`src/rtl/word_serializer_pkg.sv`:
```
// Shared types and constants for the word serializer.
package word_serializer_pkg;

  // Default serial word length in bits.
  localparam int WIDTH_DEFAULT = 8;

  // IDLE: shifter empty. SHIFT: shifter holds a word being emitted.
  typedef enum logic {
    IDLE  = 1'b0,
    SHIFT = 1'b1
  } state_t;

endpackage

```
`src/rtl/word_hold_buf.sv`:
```
// One-entry hold buffer: parks the next word while the current one shifts out.
module word_hold_buf
  import word_serializer_pkg::*;
#(
  parameter int WIDTH = WIDTH_DEFAULT
) (
  input  logic             clk,
  input  logic             reset,
  input  logic             wr_en,
  input  logic [WIDTH-1:0] wr_data,
  input  logic             rd_en,
  output logic [WIDTH-1:0] rd_data,
  output logic             full
);

  logic [WIDTH-1:0] data_q;

  // Occupancy flag: set on write, cleared on read or reset.
  always_ff @(posedge clk) begin
    // NOTE: sequential state uses non-blocking assignments so every register
    // samples pre-edge values, regardless of block ordering.
    if (reset) begin
      full <= 1'b0;
    end else if (wr_en) begin
      full <= 1'b1;
    end else if (rd_en) begin
      full <= 1'b0;
    end
  end

  // Payload register, only meaningful while full is set.
  always_ff @(posedge clk) begin
    // NOTE: payload is deliberately not reset; the full flag qualifies it.
    if (wr_en) begin
      data_q <= wr_data;
    end
  end

  assign rd_data = data_q;

endmodule

```
`src/rtl/word_serializer.sv`:
```
// Parallel-to-serial converter, MSB first, with ready/valid on both sides and
// a one-entry hold buffer so back-to-back words stream without bubbles.
module word_serializer
  import word_serializer_pkg::*;
#(
  parameter int WIDTH = WIDTH_DEFAULT
) (
  input  logic             clk,
  input  logic             reset,
  input  logic             in_valid,
  input  logic [WIDTH-1:0] in_data,
  output logic             in_ready,
  output logic             sout,
  output logic             sout_valid,
  output logic             sout_first,
  output logic             sout_last,
  input  logic             out_ready
);

  localparam int CNT_W = (WIDTH > 2) ? $clog2(WIDTH) : 1;
  localparam logic [CNT_W-1:0] LAST_CNT = CNT_W'(WIDTH - 1);

  state_t           state;
  logic [WIDTH-1:0] shifter;
  logic [CNT_W-1:0] count;

  logic             hold_full;
  logic [WIDTH-1:0] hold_data;
  logic             hold_wr;
  logic             hold_rd;

  logic             in_xfer;
  logic             out_xfer;
  logic             last_xfer;

  assign in_ready  = !hold_full && !reset;
  assign in_xfer   = in_valid && in_ready;
  assign out_xfer  = (state == SHIFT) && out_ready;
  assign last_xfer = out_xfer && (count == LAST_CNT);

  // A word arriving mid-shift parks in the hold buffer; in the last-bit cycle
  // with the buffer empty it bypasses straight into the shifter instead.
  assign hold_wr = in_xfer && (state == SHIFT) && !last_xfer;
  assign hold_rd = last_xfer && hold_full;

  word_hold_buf #(
    .WIDTH (WIDTH)
  ) u_hold (
    .clk     (clk),
    .reset   (reset),
    .wr_en   (hold_wr),
    .wr_data (in_data),
    .rd_en   (hold_rd),
    .rd_data (hold_data),
    .full    (hold_full)
  );

  // FSM, shifter and bit counter advance together on input/output transfers.
  always_ff @(posedge clk) begin
    if (reset) begin
      state   <= IDLE;
      count   <= '0;
      shifter <= '0;
    end else begin
      case (state)
        IDLE: begin
          if (in_xfer) begin
            shifter <= in_data;
            count   <= '0;
            state   <= SHIFT;
          end
        end
        SHIFT: begin
          if (last_xfer) begin
            count <= '0;
            if (hold_full) begin
              shifter <= hold_data;
            end else if (in_xfer) begin
              shifter <= in_data;
            end else begin
              shifter <= '0;
              state   <= IDLE;
            end
          end else if (out_xfer) begin
            shifter <= {shifter[WIDTH-2:0], 1'b0};
            count   <= count + 1'b1;
          end
        end
        default: begin
          state <= IDLE;
        end
      endcase
    end
  end

  // Outputs decode registered state only, so in_data never reaches sout.
  assign sout       = shifter[WIDTH-1];
  assign sout_valid = (state == SHIFT);
  assign sout_first = (state == SHIFT) && (count == '0);
  assign sout_last  = (state == SHIFT) && (count == LAST_CNT);

endmodule
```
`config.mk`:
```
export PLATFORM = sky130hd
export DESIGN_NAME = word_serializer
export DESIGN_NICKNAME = d
export VERILOG_FILES = /design/src/rtl/word_serializer_pkg.sv /design/src/rtl/word_hold_buf.sv /design/src/rtl/word_serializer.sv
export SDC_FILE = /design/constraint.sdc
export NUM_CORES = 1
export LEC_CHECK = 0
export BUFFER_PORTS_ARGS = -buffer_cell sky130_fd_sc_hd__buf_2
export CORE_AREA = 2 2 67 69
export CTS_CLUSTER_DIAMETER = 120
export DETAILED_ROUTE_END_ITERATION = 12
export DIE_AREA = 0 0 69 71
export PLACE_DENSITY = 0.39
export SYNTH_ARGS = -nofsm -noshare
export SYNTH_HDL_FRONTEND = slang
export SYNTH_HIERARCHICAL = 1
export SYNTH_SLANG_ARGS = --single-unit
```
`constraint.sdc`:
```
create_clock -name clk -period 3.4 [get_ports clk]
set_input_delay 0.34 -clock clk [delete_from_list [all_inputs] [get_ports clk]]
set_output_delay 0.34 -clock clk [all_outputs]
set_load 0.005 [all_outputs]
```
# Word-level counts from Yosys, hierarchy flattened
# Cells that the tools add are included.
[totals]
regBits = 21
inputBits = 12
output_inout_bits = 5
word_cells = 41
[op_classes]
add_sub_neg = 1
n_eq_ne = 3
n_mux = 16
bitwise_logic = 1
n_reduce_logical = 15
[op_table]
columns = ["cell", "count"]
rows = [
  ["$mux 8", 5],
  ["$pmux 8 s2", 1],
  ["$logic_and 1x1->1", 9],
  ["$mux 3", 3],
  ["$pmux 3 s2", 1],
  ["$mux 1", 5],
  ["$add 3x1->3 const B", 1],
  ["$eq 3x3->1 const B", 1],
  ["$logic_not 1->1", 3],
  ["$logic_not 3->1", 1],
  ["$ne 3x1->1 const B", 1],
  ["$ne 2x2->1 const B", 1],
  ["$pmux 1 s2", 1],
  ["$reduce_and 2->1", 1],
  ["$reduce_bool 2->1", 1],
  ["$not 1->1", 1],
]

# Longest topological paths before layout
[logic_depth]
depth_word = 7
depth_mapped = 7
depth_no_buf = 6

# Modules after synthesis
# Netlist, hierarchy kept.
[modules_own_cells]
columns = ["module", "n_inst", "cells_each", "area_each_um2", "seq_area_each_um2"]
rows = [
  ["word_serializer", 1, 92, 735.7, 240.2],
  ["word_hold_buf", 1, 12, 279.0, 260.2],
]

# Least setup slack after synthesis
# No wires, ideal clock.
[synth_timing]
path_kind = "register to register"
start = "register count[0]"
end = "register u_hold.data_q[0] (netlist: u_hold/rd_data[0]) (enable)"
setup_ns = 0.401
arrival_time_ns = 2.033
t_required_ns = 2.999
slack_ns = 0.966
path_stages_with_launch = 6
n_path_buf = 1
synth_period_minus_slack_ns = 2.434
cell_sequence = "dfxtp_1 -> ha_1 -> ha_1 -> and2_1 -> buf_2 -> nor4b_1"
[synth_between]
elab_chain_cells = 4
[synth_lines]
columns = ["item", "line", "text"]
rows = [
  ["from (decl)", "word_serializer.sv:25", "logic [CNT_W-1:0] count;"],
  ["from (signal assigned)", "word_serializer.sv:86", "count <= count + 1'b1;"],
  ["$eq 3x3->1", "word_serializer.sv:39", "assign last_xfer = out_xfer && (count == LAST_CNT);"],
  ["$logic_and 1x1->1", "word_serializer.sv:39", ""],
  ["$logic_not 1->1", "word_serializer.sv:43", "assign hold_wr = in_xfer && (state == SHIFT) && !last_xfer;"],
  ["$logic_and 1x1->1", "word_serializer.sv:43", ""],
  ["via hold_wr", "word_serializer.sv:29", "logic hold_wr;"],
  ["to (signal assigned)", "word_hold_buf.sv:35", "data_q <= wr_data;"],
  ["to (decl)", "word_hold_buf.sv:16", "logic [WIDTH-1:0] data_q;"],
]
# The timed path passes the listed nets, and every way through them passes these cells.
# A chain may end at the register's enable or synchronous reset.

# Final worst setup path
[layout_timing]
start = "register count[0]"
end = "register u_hold.data_q[1] (netlist: u_hold/rd_data[1]) (enable)"
# Same word-level chain as after synthesis.

==> results.py <==
metrics = {
    "run_status": {
        "status": "finished clean",
    },
    "timing": {
        "rsz0062_at_grt": "false",
        "max_slew_margin_pct": 33.65,
        "maxSlewViolCount": 0,
        "hold_viol": 0,
        "layout_min_cycle_time_ps": 2446,
        "setup_viol": 0,
        "timing.fmax_ghz": 0.4089,
        "period_share_pct": 71.93,
        "fin_tns_setup_ps": 0,
        "tightest_slew_ps": 992.7,
        "finClkSkew_ps": 11.44,
        "fin_ws_ps": 954.3,
    },
    "worst_setup_path": {
        "crit_path_frequent_cell": "ha_1",
        "critPathArrivalTime_ps": 2330,
        "cpLargestDelayFamily": "simple AND/OR/NAND/NOR gates",
        "crit_chain": "ha_1, ha_1, and2_1, nor4b_2",
        "start_kind": "register",
        "max_stage_delay_ps": 850,
        "path_class": "reg -> reg",
        "crit_slowest_cell": "nor4b_2",
        "cp.required_ps": 3290,
        "cp_num_buf_inv": 0,
        "cp_max_fo": 13,
        "cp-end-kind": "register",
    },
    "die": {
        "dieHeight_um": 71,
        "start_util_pct": 24.14,
        "rows": 24,
        "core_area_um2": 4204,
        "pin_count": 17,
        "design.die.area_um2": 4899,
        "dieWidth_um": 69,
    },
    "grt": {
        "globalRoute.totalOverflow": 0,
        "grt_pass1_vias": 823,
        "grt_max_degree": 18,
        "antenna_found_initial": 0,
        "grt_first_pass_wirelength_um": 4243,
        "gr-usage-all-layers_pct": 10.95,
    },
    "synthesis": {
        "ys.flop_type": "dfxtp_1",
        "synth_top_family_by_area": "compound AO/OA/AOI/OAI gates",
        "syn_area_um2": 1015,
        "synth.area.mux_share_pct": 0,
        "synth-seq-cells": 21,
        "synth_cell_types": 28,
        "syn_nets": 119,
        "synthTopCellsByCount": "13 x dfxtp_1, 13 x nor2_1, 10 x inv_1, 9 x o21ai_0",
        "synth_top_area_share_pct": 25.65,
        "synth_compound_area_share_pct": 19.24,
        "ys_seq_area_share_pct": 49.32,
        "synth-edff-count": 8,
        "synthArstFlopShare_pct": 0,
        "synth_xor_area_share_pct": 0,
        "synth_cells": 104,
        "avgSynthCellArea_um2": 9.757,
        "yosys.area.top_type": "dfxtp_1",
        "synthAdderAreaFrac_pct": 3.699,
        "ys_top_cells_by_area": "dfxtp_1 26%, edfxtp_1 24%, a221oi_1 6.9%, nor2_1 4.8%, o21ai_0 4.4%",
        "synth-simple-area-share_pct": 19.11,
        "yosys_warnings": 6,
    },
    "placed_design": {
        "routabilityCongestion": 0.7527,
        "hpwl_um": 1708,
        "place_inst": 165,
        "dp_slack_ps": 936.6,
        "numPortBuffers": 16,
        "placed_area_um2": 1124,
    },
    "route": {
        "wl_per_cell_um": 14.78,
        "drc_errors": 0,
        "drt-initial-drc-count": 25,
        "vias_per_cell": 4.834,
        "first_pass_iters": 4,
        "ant_nets": 0,
        "drt-total-wl_um": 2498,
        "via_count": 817,
    },
    "power_and_ir_drop": {
        "p_leak_nw": 0.4345,
        "ir_drop_mv": 0.1680,
        "power.density_nw_per_um2": 454.2,
    },
    "clock_network": {
        "cts_resized": 0,
        "clockBufferDepth": 2,
        "cts_setup_buffers": 0,
        "numCtsBuffers": 3,
        "worstSkewPairLatency_ps": 270,
        "cts_root_buf": "clkbuf_8",
        "clk_pin_slew_ps": 90,
        "holdBufCountCts": 0,
        "htreeDepth": 1,
        "cts_sinks": 21,
        "cts_tree": "yes",
    },
    "finish": {
        "antenna_cells": 0,
        "fin_cells": 169,
        "nNetsFinal": 133,
        "final_area_um2": 1172,
        "utilization_pct": 27.89,
        "area_growth_pct": 15.54,
        "drive_above_1_share_pct": 23.08,
        "num-fill-cells": 464,
    },
    "run": {
        "maxCapViolCount": 0,
    },
    "min_path": {
        "hp-class": "in -> reg",
    },
}
## layer usage
layer	up-vias	global-route usage [%]	share of wire (%)
met5	-	0	0
met4	0	3.922	1.3
met3	4	1.994	2.6
met2	14	16.03	45
met1	393	16.11	51
li1	406	-	-
## cells in the final DEF, fill, tap and decap left out, types with 2 or more instances in the layout
master	count
nand4_1	7
buf_2	16
a221oi_1	8
clkbuf_8	3
nor3_1	7
nand2_1	2
dfxtp_1	13
o21ai_0	9
nor2_1	13
and2_1	2
a21oi_1	2
edfxtp_1	8
a211oi_1	2
ha_1	3
inv_1	10
## per-stage QoR
stage / hold slack (ps) / total power, mW
after floorplan: 402.4 / 0.3391
after global placement: 475.9 / 0.3660
after detailed placement: 463.4 / 0.3650
after CTS: 252.9 / 0.5390
after global routing: 249.6 / 0.5641
final: 256.6 / 0.5325
## cell type report
type | instances | area [um^2] | share of cell area, %
timing repair buffer | 17 | 87.58 | 7.471
clock inverter | 1 | 7.507 | 0.6403
sequential | 21 | 500.5 | 42.69
inverter | 10 | 37.54 | 3.202
multi-input combinational | 65 | 432.9 | 36.93
clock buffer | 3 | 41.29 | 3.522
tap | 52 | 65.06 | 5.550
## logic make-up after synthesis
group	after synthesis
compound gates	26
fa+ha+maj	3
buf+inv	18
flops	21
simple gates	36
## where the power goes
group          leakage (nW)  internal (mW)  switching (mW)  total (mW)
Sequential            0.180          0.276         0.00780       0.284
Clock                0.0217         0.0829          0.0915       0.174
Combinational         0.233         0.0281          0.0462      0.0743
## state kept, by name, indices dropped and copies added, names as in the netlist
name            flops
count               3
sout_valid          1
u_hold/rd_data      8
u_hold/full         1
shifter             8
## path summary, 6_finish.rpt
check                  start                 to  slack [ps]  cells past startpoint
hold reg to reg   shifter[6]         shifter[6]         470                      2
setup / recovery    count[0]  u_hold/rd_data[1]         950                      4
hold / removal    in_data[6]  u_hold/rd_data[6]         260                      1
setup reg to reg    count[0]  u_hold/rd_data[1]         950                      4
Note: power is estimated with default switching activity, not from simulation.
